<file path="src/rtl/dr_pkg.sv">
// dr_pkg: shared types and sizing helpers for the DR commit queue.
//   DATA_W / COL_W : default prediction and column widths.
//   dr_entry_t     : one buffered {pred, col} pair at default widths.
//   ptr_w(depth)   : pointer width, one bit wider than the slot index so
//                    that full and empty can be told apart.
package dr_pkg;
  localparam int DATA_W = 32;
  localparam int COL_W  = 16;

  typedef struct packed {
    logic [DATA_W-1:0] pred;
    logic [COL_W-1:0]  col;
  } dr_entry_t;

  function automatic int ptr_w(input int depth);
    return $clog2(depth) + 1;
  endfunction
endpackage

</file>
<file path="src/rtl/dr_commit_queue_if.sv">
// dr_commit_queue_if: handshake bundle between the inspector, the commit
// queue and the downstream consumer.
//   master : inspector/consumer side (drives in_*, flush, commit_ready)
//   slave  : commit queue side (drives in_ready, commit_*, replay_*, squash_cnt)
interface dr_commit_queue_if #(
  parameter int DEPTH  = 8,
  parameter int DATA_W = dr_pkg::DATA_W,
  parameter int COL_W  = dr_pkg::COL_W
);
  import dr_pkg::*;
  localparam int PW = ptr_w(DEPTH);

  logic              in_valid;
  logic              in_ready;
  logic [DATA_W-1:0] in_pred;
  logic [COL_W-1:0]  in_col;
  logic              flush;
  logic              commit_valid;
  logic              commit_ready;
  logic [DATA_W-1:0] commit_pred;
  logic [COL_W-1:0]  commit_col;
  logic              replay_valid;
  logic [COL_W-1:0]  replay_col;
  logic [PW-1:0]     squash_cnt;

  modport master (
    output in_valid, in_pred, in_col, flush, commit_ready,
    input  in_ready, commit_valid, commit_pred, commit_col,
           replay_valid, replay_col, squash_cnt
  );

  modport slave (
    input  in_valid, in_pred, in_col, flush, commit_ready,
    output in_ready, commit_valid, commit_pred, commit_col,
           replay_valid, replay_col, squash_cnt
  );
endinterface

</file>
<file path="src/rtl/dr_age_tracker.sv">
// dr_age_tracker: per-slot saturating age counters and the decision to
// advance the confirm pointer by one slot this cycle.
//   clk, rst     : clock, async active-high reset
//   push         : an entry is written this cycle at push_idx (age -> 0)
//   conf_idx     : slot index of the confirm pointer
//   conf_pending : at least one speculative entry exists (conf != wr)
//   adv          : oldest speculative entry has aged out; confirm it
// CONFIRM_LAT must be >= 1.
module dr_age_tracker #(
  parameter int DEPTH       = 8,
  parameter int CONFIRM_LAT = 2
) (
  input  logic                     clk,
  input  logic                     rst,
  input  logic                     push,
  input  logic [$clog2(DEPTH)-1:0] push_idx,
  input  logic [$clog2(DEPTH)-1:0] conf_idx,
  input  logic                     conf_pending,
  output logic                     adv
);
  localparam int IW = $clog2(DEPTH);
  localparam int AW = $clog2(CONFIRM_LAT + 1);
  localparam logic [AW-1:0] AGE_MAX = AW'(CONFIRM_LAT);

  logic [AW-1:0] age [DEPTH];

  // Every slot ages, not only the speculative ones: a slot's age is only
  // ever consulted while it sits at conf, and a push always restarts it,
  // so ages of free or confirmed slots are don't-care.
  always_ff @(posedge clk or posedge rst) begin
    if (rst) begin
      for (int i = 0; i < DEPTH; i++) age[i] <= '0;
    end else begin
      for (int i = 0; i < DEPTH; i++) begin
        if (push && push_idx == IW'(i)) age[i] <= '0;
        else if (age[i] != AGE_MAX)     age[i] <= age[i] + 1'b1;
      end
    end
  end

  assign adv = conf_pending && (age[conf_idx] >= AGE_MAX);
endmodule

</file>
<file path="src/rtl/dr_commit_queue.sv">
// dr_commit_queue: speculative commit buffer behind the DR inspector.
// Entries age for CONFIRM_LAT cycles before they become confirmed; a flush
// squashes all still-speculative entries and pulses a replay request for
// the oldest squashed column. Confirmed entries drain via commit_valid/ready.
//   clk, rst : clock, async active-high reset
//   bus      : dr_commit_queue_if.slave (in_*, flush, commit_*, replay_*,
//              squash_cnt)
// Optional: define DR_COMMIT_STATS_EN to add 32-bit stat_commits and
// stat_squashed counters.
module dr_commit_queue #(
  parameter int DEPTH       = 8,
  parameter int CONFIRM_LAT = 2,
  parameter int DATA_W      = dr_pkg::DATA_W,
  parameter int COL_W       = dr_pkg::COL_W
) (
  input  logic               clk,
  input  logic               rst,
  dr_commit_queue_if.slave   bus
`ifdef DR_COMMIT_STATS_EN
  ,
  output logic [31:0]        stat_commits,
  output logic [31:0]        stat_squashed
`endif
);
  import dr_pkg::*;
  localparam int PW = ptr_w(DEPTH);
  localparam int IW = PW - 1;

  typedef struct packed {
    logic [DATA_W-1:0] pred;
    logic [COL_W-1:0]  col;
  } entry_t;

  entry_t        mem [DEPTH];
  logic [PW-1:0] rd, conf, wr;
  logic [PW-1:0] conf_nx, squash_nx, count;
  logic          adv, push, pop;
  logic          replay_valid_q;
  logic [COL_W-1:0] replay_col_q;
  logic [PW-1:0] squash_cnt_q;

  // Registered-only full test: a same-cycle commit never reopens in_ready.
  assign count            = wr - rd;
  assign bus.in_ready     = (count < PW'(DEPTH));
  assign bus.commit_valid = (rd != conf);
  assign bus.commit_pred  = mem[rd[IW-1:0]].pred;
  assign bus.commit_col   = mem[rd[IW-1:0]].col;
  assign bus.replay_valid = replay_valid_q;
  assign bus.replay_col   = replay_col_q;
  assign bus.squash_cnt   = squash_cnt_q;

  assign push      = bus.in_valid && bus.in_ready && !bus.flush;
  assign pop       = bus.commit_valid && bus.commit_ready;
  // Confirmation is folded in before the flush cut, so an entry aging out
  // in the flush cycle survives.
  assign conf_nx   = conf + PW'(adv);
  assign squash_nx = wr - conf_nx;

  dr_age_tracker #(.DEPTH(DEPTH), .CONFIRM_LAT(CONFIRM_LAT)) u_age (
    .clk          (clk),
    .rst          (rst),
    .push         (push),
    .push_idx     (wr[IW-1:0]),
    .conf_idx     (conf[IW-1:0]),
    .conf_pending (conf != wr),
    .adv          (adv)
  );

  always_ff @(posedge clk or posedge rst) begin
    if (rst) begin
      rd             <= '0;
      conf           <= '0;
      wr             <= '0;
      replay_valid_q <= 1'b0;
      replay_col_q   <= '0;
      squash_cnt_q   <= '0;
      for (int i = 0; i < DEPTH; i++) mem[i] <= '0;
    end else begin
      rd             <= rd + PW'(pop);
      conf           <= conf_nx;
      replay_valid_q <= 1'b0;
      if (bus.flush) begin
        wr           <= conf_nx;
        squash_cnt_q <= squash_nx;
        if (squash_nx != '0) begin
          replay_valid_q <= 1'b1;
          replay_col_q   <= mem[conf_nx[IW-1:0]].col;
        end
      end else if (push) begin
        wr                <= wr + PW'(1);
        mem[wr[IW-1:0]]   <= '{pred: bus.in_pred, col: bus.in_col};
      end
    end
  end

`ifdef DR_COMMIT_STATS_EN
  always_ff @(posedge clk or posedge rst) begin
    if (rst) begin
      stat_commits  <= '0;
      stat_squashed <= '0;
    end else begin
      if (pop)       stat_commits  <= stat_commits + 32'd1;
      if (bus.flush) stat_squashed <= stat_squashed + 32'(squash_nx);
    end
  end
`endif
endmodule
</file>
<file path="src/flat_wrapper.sv">
// flat-port wrapper written by rule: the top's interface ports become plain ports
module dr_commit_queue_flat import dr_pkg::*;
#(
  parameter int DEPTH       = 8,
  parameter int CONFIRM_LAT = 2,
  parameter int DATA_W      = dr_pkg::DATA_W,
  parameter int COL_W       = dr_pkg::COL_W
)
  (clk, rst, bus_in_valid, bus_in_pred, bus_in_col, bus_flush, bus_commit_ready, bus_in_ready, bus_commit_valid, bus_commit_pred, bus_commit_col, bus_replay_valid, bus_replay_col, bus_squash_cnt);
  dr_commit_queue_if #(.DEPTH(DEPTH), .DATA_W(DATA_W), .COL_W(COL_W)) bus_i ();
  input  logic clk;
  input  logic rst;
  input wire logic [$bits(bus_i.in_valid)-1:0] bus_in_valid;
  input wire logic [$bits(bus_i.in_pred)-1:0] bus_in_pred;
  input wire logic [$bits(bus_i.in_col)-1:0] bus_in_col;
  input wire logic [$bits(bus_i.flush)-1:0] bus_flush;
  input wire logic [$bits(bus_i.commit_ready)-1:0] bus_commit_ready;
  output wire logic [$bits(bus_i.in_ready)-1:0] bus_in_ready;
  output wire logic [$bits(bus_i.commit_valid)-1:0] bus_commit_valid;
  output wire logic [$bits(bus_i.commit_pred)-1:0] bus_commit_pred;
  output wire logic [$bits(bus_i.commit_col)-1:0] bus_commit_col;
  output wire logic [$bits(bus_i.replay_valid)-1:0] bus_replay_valid;
  output wire logic [$bits(bus_i.replay_col)-1:0] bus_replay_col;
  output wire logic [$bits(bus_i.squash_cnt)-1:0] bus_squash_cnt;
  assign bus_i.in_valid = bus_in_valid;
  assign bus_i.in_pred = bus_in_pred;
  assign bus_i.in_col = bus_in_col;
  assign bus_i.flush = bus_flush;
  assign bus_i.commit_ready = bus_commit_ready;
  assign bus_in_ready = bus_i.in_ready;
  assign bus_commit_valid = bus_i.commit_valid;
  assign bus_commit_pred = bus_i.commit_pred;
  assign bus_commit_col = bus_i.commit_col;
  assign bus_replay_valid = bus_i.replay_valid;
  assign bus_replay_col = bus_i.replay_col;
  assign bus_squash_cnt = bus_i.squash_cnt;
  dr_commit_queue #(.DEPTH(DEPTH), .CONFIRM_LAT(CONFIRM_LAT), .DATA_W(DATA_W), .COL_W(COL_W)) u_core (.clk(clk), .rst(rst), .bus(bus_i));
endmodule
</file>
<file path="config.mk">
export PLATFORM = sky130hd
export DESIGN_NAME = dr_commit_queue_flat
export DESIGN_NICKNAME = d
export VERILOG_FILES = /design/src/rtl/dr_pkg.sv /design/src/rtl/dr_commit_queue_if.sv /design/src/rtl/dr_age_tracker.sv /design/src/rtl/dr_commit_queue.sv /design/src/flat_wrapper.sv
export SDC_FILE = /design/constraint.sdc
export NUM_CORES = 1
export LEC_CHECK = 0
export ABC_AREA = 1
export BUFFER_PORTS_ARGS = -buffer_cell sky130_fd_sc_hd__buf_2
export CELL_PAD_IN_SITES_DETAIL_PLACEMENT = 0
export CELL_PAD_IN_SITES_GLOBAL_PLACEMENT = 1
export CORE_ASPECT_RATIO = 0.8
export CORE_MARGIN = 1
export CORE_UTILIZATION = 41
export DETAILED_ROUTE_END_ITERATION = 16
export PLACE_DENSITY_LB_ADDON = 0.1
export SYNTH_ARGS = -nofsm -noshare
export SYNTH_HDL_FRONTEND = slang
export SYNTH_SLANG_ARGS = --single-unit
</file>
<file path="constraint.sdc">
create_clock -name clk -period 13.9 [get_ports clk]
set_clock_uncertainty 0.15 [all_clocks]
set_input_delay 1.39 -clock clk [delete_from_list [all_inputs] [get_ports clk]]
set_output_delay 1.39 -clock clk [all_outputs]
set_load 0.1 [all_outputs]
</file>
==> metrics.csv, run 1 <==
stage;metric;value;unit
run_status;status;finished, final reports clean;
global_route;grt-ovfl-total;0;
sta;timing.final.crit_share;0.4467;
detailed_routing;avgRoutedWirePerCell;21.49;µm
sta;rsz0062_at_grt;false;
setup_path;path_buf_inv;4;
synthesis;synth_area;22620;µm²
setup_path;required;14.27;ns
cells_and_area;n_antenna_cell;0;
detailed_routing;ant_nets;0;
sta;relSlewSlack;0.03433;
synthesis;synth_edf_count;0;
setup_path;critical_path.slowest_cell;inv_2;
global_route;grt_usage;0.2817;
synthesis;synthFlopType;dfrtp_1;
job;drv_cap;0;
sta;fin_tns_setup;0;ns
cells_and_area;area_growth;8.381;%
cells_and_area;nets;3007;
detailed_routing;drc;0;
synthesis;yosysMostFrequentCell;nand2_1;
sta;hold_violations;0;
floorplanning;rows;76;
placement;io_buffers;123;
clock_network;hold_buffers;0;
clock_network;clock_sinks;433;
floorplanning;dieArea;56110;µm²
sta;layout_setup_ws;7.691;ns
setup_path;path_max_fanout;233;
placement;hpwl;39010;µm
setup_path;crit_type;reg -> reg;
clock_network;cts.clk_slew.worst_paths;0.06;ns
detailed_routing;routed_wl;78920;µm
clock_network;clkLatencyLatePin;0.61;ns
floorplanning;initial_core_util;0.4173;
floorplanning;chipWidth;264.6;µm
clock_network;cts_made_buffers;48;
placement;globalplace.congestion;0.7725;
synthesis;yosysTopAreaCellShare;0.4791;
setup_path;start_kind;flip-flop;
cells_and_area;fillers;5493;
cells_and_area;final_util;0.4522;
synthesis;synth_top_cell_by_area;dfrtp_1;
clock_network;cts_tree;yes;
sta;max_freq;161.1;MHz
global_route;grt_pass1_wl;121800;µm
min_path;hp-class;reg -> reg;
synthesis;syn_inst;2999;
cells_and_area;layout-drive-gt1-share;0.08920;
clock_network;clock_path_buffers;3;
detailed_routing;vias_per_cell;5.634;
sta;tightest_slew;1.449;ns
clock_network;clockRootBuffer;clkbuf_16;
setup_path;critical_path.cell_chain;inv_2 -> ha_1 -> nand3_2 -> nand3_1 -> nand2_2 -> nand2_2 -> nor2_4 -> buf_4 -> buf_4 -> buf_12 -> nand3_1 -> nand2_1;
setup_path;crit_family;buffers and inverters;
global_route;grt_pass1_vias;19770;
synthesis;synthArstFlopShare;1.000;
synthesis;synth_area_leaders;dfrtp_1, nand2_1, nand3_1, o21ai_0, nor2_1;
clock_network;cts_post_setup_buffers_inserted;0;
detailed_routing;vias;20690;
setup_path;max_stage_delay;0.90;ns
detailed_routing;drtIter0Drc;2140;
sta;layout_min_cycle_time;6.209;ns
global_route;grt_max_degree;234;
floorplanning;die_y;212.1;µm
synthesis;ys_types;28;
synthesis;synth.avg_cell_area;7.541;µm²
sta;finalSetupViolations;0;
global_route;antenna_found_initial;5;
synthesis;yosysWarnings;0;
sta;fin_hold_ws;0.3230;ns
synthesis;synthTopCellsByCount;nand2_1, dfrtp_1, nand3_1, nor2_1, o21ai_0;
placement;pre_cts_slack;7.955;ns
floorplanning;ioPinCount;124;
setup_path;cp.arrival;6.58;ns
clock_network;htreeDepth;2;
detailed_routing;first_pass_iters;10;
setup_path;cp-end-kind;flip-flop;
synthesis;synth.net_count;3074;
synthesis;synth-seq-cells;433;
sta;slew_viol_final;0;
floorplanning;fp.coreArea;54200;µm²
clock_network;cts_resized;0;
synthesis;synth-seq-area-share;0.4791;
cells in the final DEF (no fill, tap or decap), types with 3 or more instances in the layout:
cell       synthesis  routed
clkbuf_1         132      17
clkbuf_8           0      10
nor2_4             1       9
buf_4             19      35
nand2_2            4       4
clkinv_2           0       6
inv_1             51      47
xor2_1             7       7
nand2_1         1075    1075
o22ai_1          128     128
nand3_2           10      10
buf_2             47     123
nor2_1           282     274
nand3_1          410     410
dfrtp_1          433     430
ha_1              22      20
clkinv_8           0       3
o21ai_0          277     277
bufinv_16          0       5
xnor2_1           12      12
clkbuf_16          0      48
metrics by stage:
| step | instance area (µm²) | cells |
|---|---|---|
| 3_5_place_dp | 22880 | 3584 |
| 4_1_cts | 24510 | 3673 |
| 5_1_grt | 24510 | 3673 |
| 3_3_place_gp | 22880 | 3584 |
| 2_1_floorplan | 22620 | 2999 |
| 6_report | 24510 | 3673 |
final cells by class:
| class | instances | area [µm²] | share of cell area |
|---|---|---|---|
| multi-input cells | 2236 | 10040 | 0.4096 |
| clock buffers | 75 | 1403 | 0.05722 |
| flip-flops and latches | 433 | 10840 | 0.4424 |
| clock inverters | 14 | 229.0 | 0.009341 |
| repair buffers | 159 | 898.4 | 0.03665 |
| well taps | 702 | 878.3 | 0.03583 |
| inverters | 54 | 220.2 | 0.008984 |
flip-flops by register name, summed over array words and instances (netlist names):
register,cells
u_core.bus.replay_col,16
u_core.bus.replay_valid,1
u_core.bus.squash_cnt,4
u_core.conf,4
u_core.mem,384
u_core.rd,4
u_core.u_age.age,16
u_core.wr,4
per-layer routing:
metal | GRT usage | vias up | wire length, µm
li1 | - | 9623 | -
met1 | 0.4055 | 10120 | 36060
met4 | 0.07077 | 10 | 1355
met3 | 0.03799 | 113 | 5550
met5 | 0 | - | 54
met2 | 0.4467 | 824 | 35890
logic make-up (layout without fill, tap and decap cells):
group,after synthesis,in the layout,synth area share
AOI/OAI and AO/OA,410,410,0.09814
and+or+nand+nor,1785,1785,0.3234
xor gates and xnor gates,19,19,0.007358
buffers and inverters,330,302,0.07989
DFF,433,433,0.4791
adders and majority gates,22,22,0.01217
tightest hold or removal path, stage by stage (launching register included):
cell     delay [ns]
dfrtp_1        0.34
nand2_1        0.05
nand2_1        0.05
path summary, 6_finish.rpt:
path / from / to / slack, ns / cells after the start
setup reg to reg: u_core.rd[1] / u_core.mem[65] / 7.69 / 12
max in group asynchronous: rst / u_core.rd[1] / 11.24 / 3
hold / removal: u_core.mem[271] / u_core.mem[271] / 0.32 / 2
hold reg to reg: u_core.mem[271] / u_core.mem[271] / 0.32 / 2
setup / recovery: u_core.rd[1] / u_core.mem[65] / 7.69 / 12
min in group asynchronous: rst / u_core.mem[53] / 0.73 / 2
Power of run 1 is not shown: default switching activity piles up to over one toggle a cycle in this logic, so the estimate is an artifact.
==> inputs of run 2 (changes only) <==
==> constraint.sdc (replaced) <==
create_clock -name clk -period 5.4 [get_ports clk]
set_clock_uncertainty 0.15 [all_clocks]
set_input_delay 0.54 -clock clk [delete_from_list [all_inputs] [get_ports clk]]
set_output_delay 0.54 -clock clk [all_outputs]
set_load 0.1 [all_outputs]
==> run 2 against run 1 <==
Sequential cell count did not move. Sequential share of layout area fell by 0.24 points. Register-to-register slack worse by 6.8 ns. Hold slack got worse by 0.22 ns. Highest routed layer unchanged.
==> metrics.csv, run 2 (synthesis results as in run 1) <==
stage;metric;value;unit
run_status;status;finished, final reports clean;
placement;pre_cts_slack;1.030;ns
job;drv_cap;0;
clock_network;hold_buffers;1;
clock_network;cts_made_buffers;47;
floorplanning;rows;76;
detailed_routing;routed_wl;80130;µm
sta;layout_min_cycle_time;4.481;ns
clock_network;clock_path_buffers;3;
global_route;grt_pass1_vias;19950;
floorplanning;chipWidth;264.6;µm
setup_path;required;5.77;ns
placement;io_buffers;123;
setup_path;cp-end-kind;flip-flop;
clock_network;clockRootBuffer;clkbuf_16;
sta;relSlewSlack;0.2096;
setup_path;worst-r2r-cell-count;20;
global_route;grt_pass1_wl;123400;µm
sta;rsz0062_at_grt;false;
clock_network;clkLatencyLatePin;0.61;ns
sta;timing.final.crit_share;0.8299;
clock_network;cts_post_setup_buffers_inserted;0;
setup_path;max_stage_delay;0.83;ns
placement;hpwl;39130;µm
sta;layout_setup_ws;0.9187;ns
min_path;hold_start;bus_in_col[3];
cells_and_area;final_common_cell;nand2_1;
min_path;hp-class;in -> reg;
detailed_routing;ant_nets;0;
clock_network;cts.clk_slew.worst_paths;0.07;ns
detailed_routing;avgRoutedWirePerCell;21.79;µm
sta;max_freq;223.2;MHz
setup_path;start_kind;flip-flop;
cells_and_area;regMostFlops;u_core.mem;
setup_path;path_max_fanout;20;
global_route;antenna_found_initial;5;
cells_and_area;largest_reg_flops;384;
floorplanning;dieArea;56110;µm²
cells_and_area;final_cell_area;24650;µm²
setup_path;cp.arrival;4.85;ns
sta;tightest_slew;1.186;ns
floorplanning;ioPinCount;124;
sta;finalSetupViolations;0;
setup_path;startpoint;u_core.conf[0];
clock_network;cts_resized;0;
clock_network;clock_sinks;433;
placement;place_area;22950;µm²
setup_path;critPathCapture;u_core.bus.replay_col[14];
detailed_routing;drc;0;
placement;globalplace.congestion;0.8590;
setup_path;crit_type;reg -> reg;
detailed_routing;vias;20690;
cells_and_area;mostFrequentLayoutCells;nand2_1, dfrtp_1, nand3_1;
sta;hold_violations;0;
setup_path;worstReg2RegEnd;u_core.bus.replay_col[14];
setup_path;critical_path.cell_chain;inv_1 -> nor2_1 -> nor2_1 -> o21ai_0 -> o21ai_0 -> o21ai_0 -> nor2_1 -> ha_2 -> ha_1 -> buf_4 -> inv_1 -> nand2_1 -> nand2_1 -> nand2_1 -> nand2_1 -> nand2_1 -> nand3_2 -> nand2_2 -> nand2_1 -> nand2_1;
global_route;grt_max_degree;235;
global_route;grt_usage;0.2858;
global_route;grt-ovfl-total;0;
floorplanning;die_y;212.1;µm
sta;fin_hold_ws;0.09934;ns
setup_path;r2r_start;u_core.conf[0];
detailed_routing;first_pass_iters;6;
clock_network;htreeDepth;2;
cells_and_area;nets;3010;
detailed_routing;vias_per_cell;5.626;
clock_network;cts_tree;yes;
cells_and_area;layout-drive-gt1-share;0.09348;
sta;slew_viol_final;0;
setup_path;cpMostUsedCell;nand2_1;
detailed_routing;drtIter0Drc;2311;
setup_path;critical_path.slowest_cell;ha_1;
cells_and_area;area_growth;8.973;%
floorplanning;initial_core_util;0.4173;
cells_and_area;final_util;0.4547;
floorplanning;fp.coreArea;54200;µm²
setup_path;rrSetupSlack;0.92;ns
==> run 2: changes by cell type in the layout (fill, tap and decap cells not counted), sizes merged <==
cell         previous run  this run
buf                   159       162
clkbuf                 75        69
clkinv                 11        15
clkinvlp                0         1
diode                   0         1
dlygate4sd3             0         1
==> run 2: area by class of cell <==
type | count | area, µm²
inverters | 54 | 216.5
repair buffers | 163 | 980.9
multi-input cells | 2236 | 10040
diodes | 1 | 2.502
clock buffers | 69 | 1451
clock inverters | 19 | 235.2
fillers | 5490 | 29560
flip-flops and latches | 433 | 10840
well taps | 702 | 878.3
==> run 2: per-layer routing <==
| metal | wire [µm] | part of all wire | vias up | GRT usage |
|---|---|---|---|---|
| met5 | 38 | 0.00047 | - | 0 |
| met4 | 1694 | 0.021 | 8 | 0.08019 |
| met3 | 6118 | 0.076 | 138 | 0.04563 |
| met2 | 35810 | 0.45 | 812 | 0.4449 |
| met1 | 36470 | 0.46 | 10100 | 0.4112 |
| li1 | - | - | 9628 | - |
==> run 2: critical path: cells and delay by family (launching register included) <==
family                   cells  cell delay [ns]
AO/OA/AOI/OAI                3             0.35
AND/OR/NAND/NOR             12             1.59
flip-flops                   1             0.47
buffers and inverters        3             0.79
adder cells (fa/ha/maj)      2             1.02
==> run 2: worst min-delay path by stage <==
stage | endpoint | slack [ns] | cells after the start
floorplan | u_core.mem[287] | 0.29 | 2
global placement | u_core.bus.squash_cnt[1] | 0.30 | 2
detailed placement | u_core.mem[315] | 0.31 | 2
CTS | u_core.mem[159] | 0.08 | 3
global route | u_core.mem[15] | 0.1 | 3
finish | u_core.mem[3] | 0.1 | 3
==> run 2: through the flow <==
| step | TNS [ns] | cells |
|---|---|---|
| 6_report | 0 | 3677 |
| 5_1_grt | 0 | 3677 |
| 3_5_place_dp | 0 | 3587 |
| 4_1_cts | 0 | 3676 |
| 3_3_place_gp | 0 | 3587 |
| 2_1_floorplan | -492.47 | 2999 |
Power of run 2 is left out for the same reason.
==> inputs of run 3 (changes only) <==
==> constraint.sdc (replaced) <==
create_clock -name clk -period 3.6 [get_ports clk]
set_clock_uncertainty 0.15 [all_clocks]
set_input_delay 0.36 -clock clk [delete_from_list [all_inputs] [get_ports clk]]
set_output_delay 0.36 -clock clk [all_outputs]
set_load 0.1 [all_outputs]
==> run 3 against run 2 <==
First-iteration DRC count decreased by 8.0%. Count of clock-buffer cells in the layout increased by 9. Core utilization increased by 2.0 points. Sequential share of layout area decreased by 1.8 points. Hold slack got worse by 0.0098 ns. Die area unchanged. Global-route usage about the same. Largest cell class unchanged.
==> metrics.csv, run 3 (synthesis results as in run 1) <==
stage;metric;value;unit
clock_network;cts_post_setup_buffers_inserted;0;
floorplanning;chipWidth;264.6;µm
detailed_routing;drtIter0Drc;2126;
sta;rsz0062_at_grt;false;
floorplanning;rows;76;
detailed_routing;ant_nets;0;
cells_and_area;final_common_cell;nand2_1;
global_route;grt_pass1_wl;124100;µm
detailed_routing;routed_wl;80470;µm
sta;finalSetupViolations;0;
global_route;grt_pass1_vias;20410;
sta;max_freq;302.7;MHz
clock_network;clock_path_buffers;3;
detailed_routing;vias;21100;
clock_network;clockRootBuffer;clkbuf_16;
setup_path;start_kind;flip-flop;
sta;hold_violations;0;
setup_path;critical_path.cell_chain;inv_6 -> buf_4 -> o21ai_0 -> o22ai_1 -> nand2_1 -> nand2_1 -> buf_2;
min_path;hp-class;in -> reg;
clock_network;htreeDepth;2;
setup_path;path_max_fanout;53;
cells_and_area;fillers;5351;
clock_network;clock_sinks;433;
global_route;grt_max_degree;124;
sta;layout_min_cycle_time;3.304;ns
run_status;status;finished, final reports clean;
placement;globalplace.congestion;0.8440;
setup_path;required;3.09;ns
sta;slew_viol_final;0;
cells_and_area;largest_reg_flops;384;
cells_and_area;layout-drive-gt1-share;0.09619;
placement;io_buffers;123;
cells_and_area;mostFrequentLayoutCells;nand2_1, dfrtp_1, nand3_1;
clock_network;cts_tree;yes;
cells_and_area;final_util;0.4743;
setup_path;max_stage_delay;0.53;ns
floorplanning;die_y;212.1;µm
detailed_routing;first_pass_iters;5;
setup_path;path_buf_inv;3;
cells_and_area;area_growth;13.66;%
sta;timing.final.crit_share;0.9178;
setup_path;cp-end-kind;output port;
job;drv_cap;0;
detailed_routing;vias_per_cell;5.631;
detailed_routing;avgRoutedWirePerCell;21.47;µm
setup_path;crit_family;buffers and inverters;
clock_network;cts_made_buffers;48;
cells_and_area;nets;3088;
clock_network;cts.clk_slew.worst_paths;0.06;ns
setup_path;cpMostUsedCell;nand2_1;
setup_path;cp.arrival;2.79;ns
detailed_routing;drc;0;
placement;hpwl;42990;µm
global_route;grt_usage;0.2863;
clock_network;clkLatencyLatePin;0.60;ns
setup_path;rrSetupSlack;0.37;ns
floorplanning;dieArea;56110;µm²
setup_path;critical_path.slowest_cell;dfrtp_4;
global_route;grt-ovfl-total;0;
floorplanning;initial_core_util;0.4173;
sta;relSlewSlack;0.3524;
cells_and_area;n_antenna_cell;0;
global_route;antenna_found_initial;2;
sta;tightest_slew;0.9713;ns
floorplanning;ioPinCount;124;
cells_and_area;regMostFlops;u_core.mem;
floorplanning;fp.coreArea;54200;µm²
setup_path;crit_type;reg -> out;
## run 3: cell count changes in the layout (fill, tap and decap cells not counted), sizes merged
cell	change
buf	+28
bufinv	-5
clkbuf	+9
clkinv	-8
diode	-1
dlygate4sd3	+49
inv	-1
## run 3: worst reg2reg max path, cell delays in order, from the launching register on
cell,delay (ns)
dfrtp_2,0.43
inv_1,0.11
nor2_1,0.10
nor2_1,0.04
o21ai_0,0.07
o21ai_0,0.09
o21ai_0,0.15
nor2_1,0.08
ha_2,0.19
ha_1,0.35
nor2_1,0.16
nor2_1,0.07
ha_1,0.20
nor2_1,0.16
inv_1,0.06
nand2_1,0.08
nand3_1,0.06
nand2_1,0.12
buf_4,0.28
nand3_1,0.12
nand2_1,0.08
## run 3: path summary, 6_finish.rpt
path	cells past startpoint	to	from
min in group asynchronous	3	u_core.mem[53]	rst
max in group asynchronous	4	u_core.bus.replay_col[10]	rst
min reg2reg	2	u_core.mem[94]	u_core.mem[94]
min	5	u_core.mem[297]	bus_in_valid
max	7	bus_commit_pred[10]	u_core.rd[0]
max reg2reg	20	u_core.bus.replay_col[13]	u_core.conf[0]
## run 3: routing by layer
metal | wire (µm) | track usage
met1 | 36050 | 0.3973
met2 | 37300 | 0.4712
met3 | 5364 | 0.03625
met4 | 1728 | 0.07899
met5 | 24 | 0
## run 3: stage by stage
step / TNS [ns] / hold WS (ns) / setup WS (ns) / instance area, µm² / std cells
floorplan: -1193.93 / 0.2938 / -2.757 / 22620 / 2999
global placement: 0 / 0.2977 / 0.3497 / 23670 / 3615
detailed placement: 0 / 0.3053 / 0.3097 / 23670 / 3615
CTS: 0 / 0.07566 / 0.2646 / 25700 / 3748
global route: 0 / 0.1109 / 0.09591 / 25710 / 3748
finish: 0 / 0.08957 / 0.2960 / 25710 / 3748
## run 3: area by class of cell
| class | count | area (µm²) | share of cell area |
|---|---|---|---|
| clock buffers | 78 | 1496 | 0.05821 |
| clock inverters | 5 | 36.28 | 0.001411 |
| inverters | 54 | 214.0 | 0.008323 |
| multi-input cells | 2236 | 10040 | 0.3906 |
| flip-flops and latches | 433 | 10850 | 0.4219 |
| well taps | 702 | 878.3 | 0.03417 |
| repair buffers | 240 | 2195 | 0.08537 |
## run 3: timing repair
item                                    4_1_cts  5_1_grt
endpoints found under the setup margin        0       16
hold buffers                                 50        0
resized for setup                             0        2
endpoints found under the hold margin       401        0
Power of run 3 is left out for the same reason.
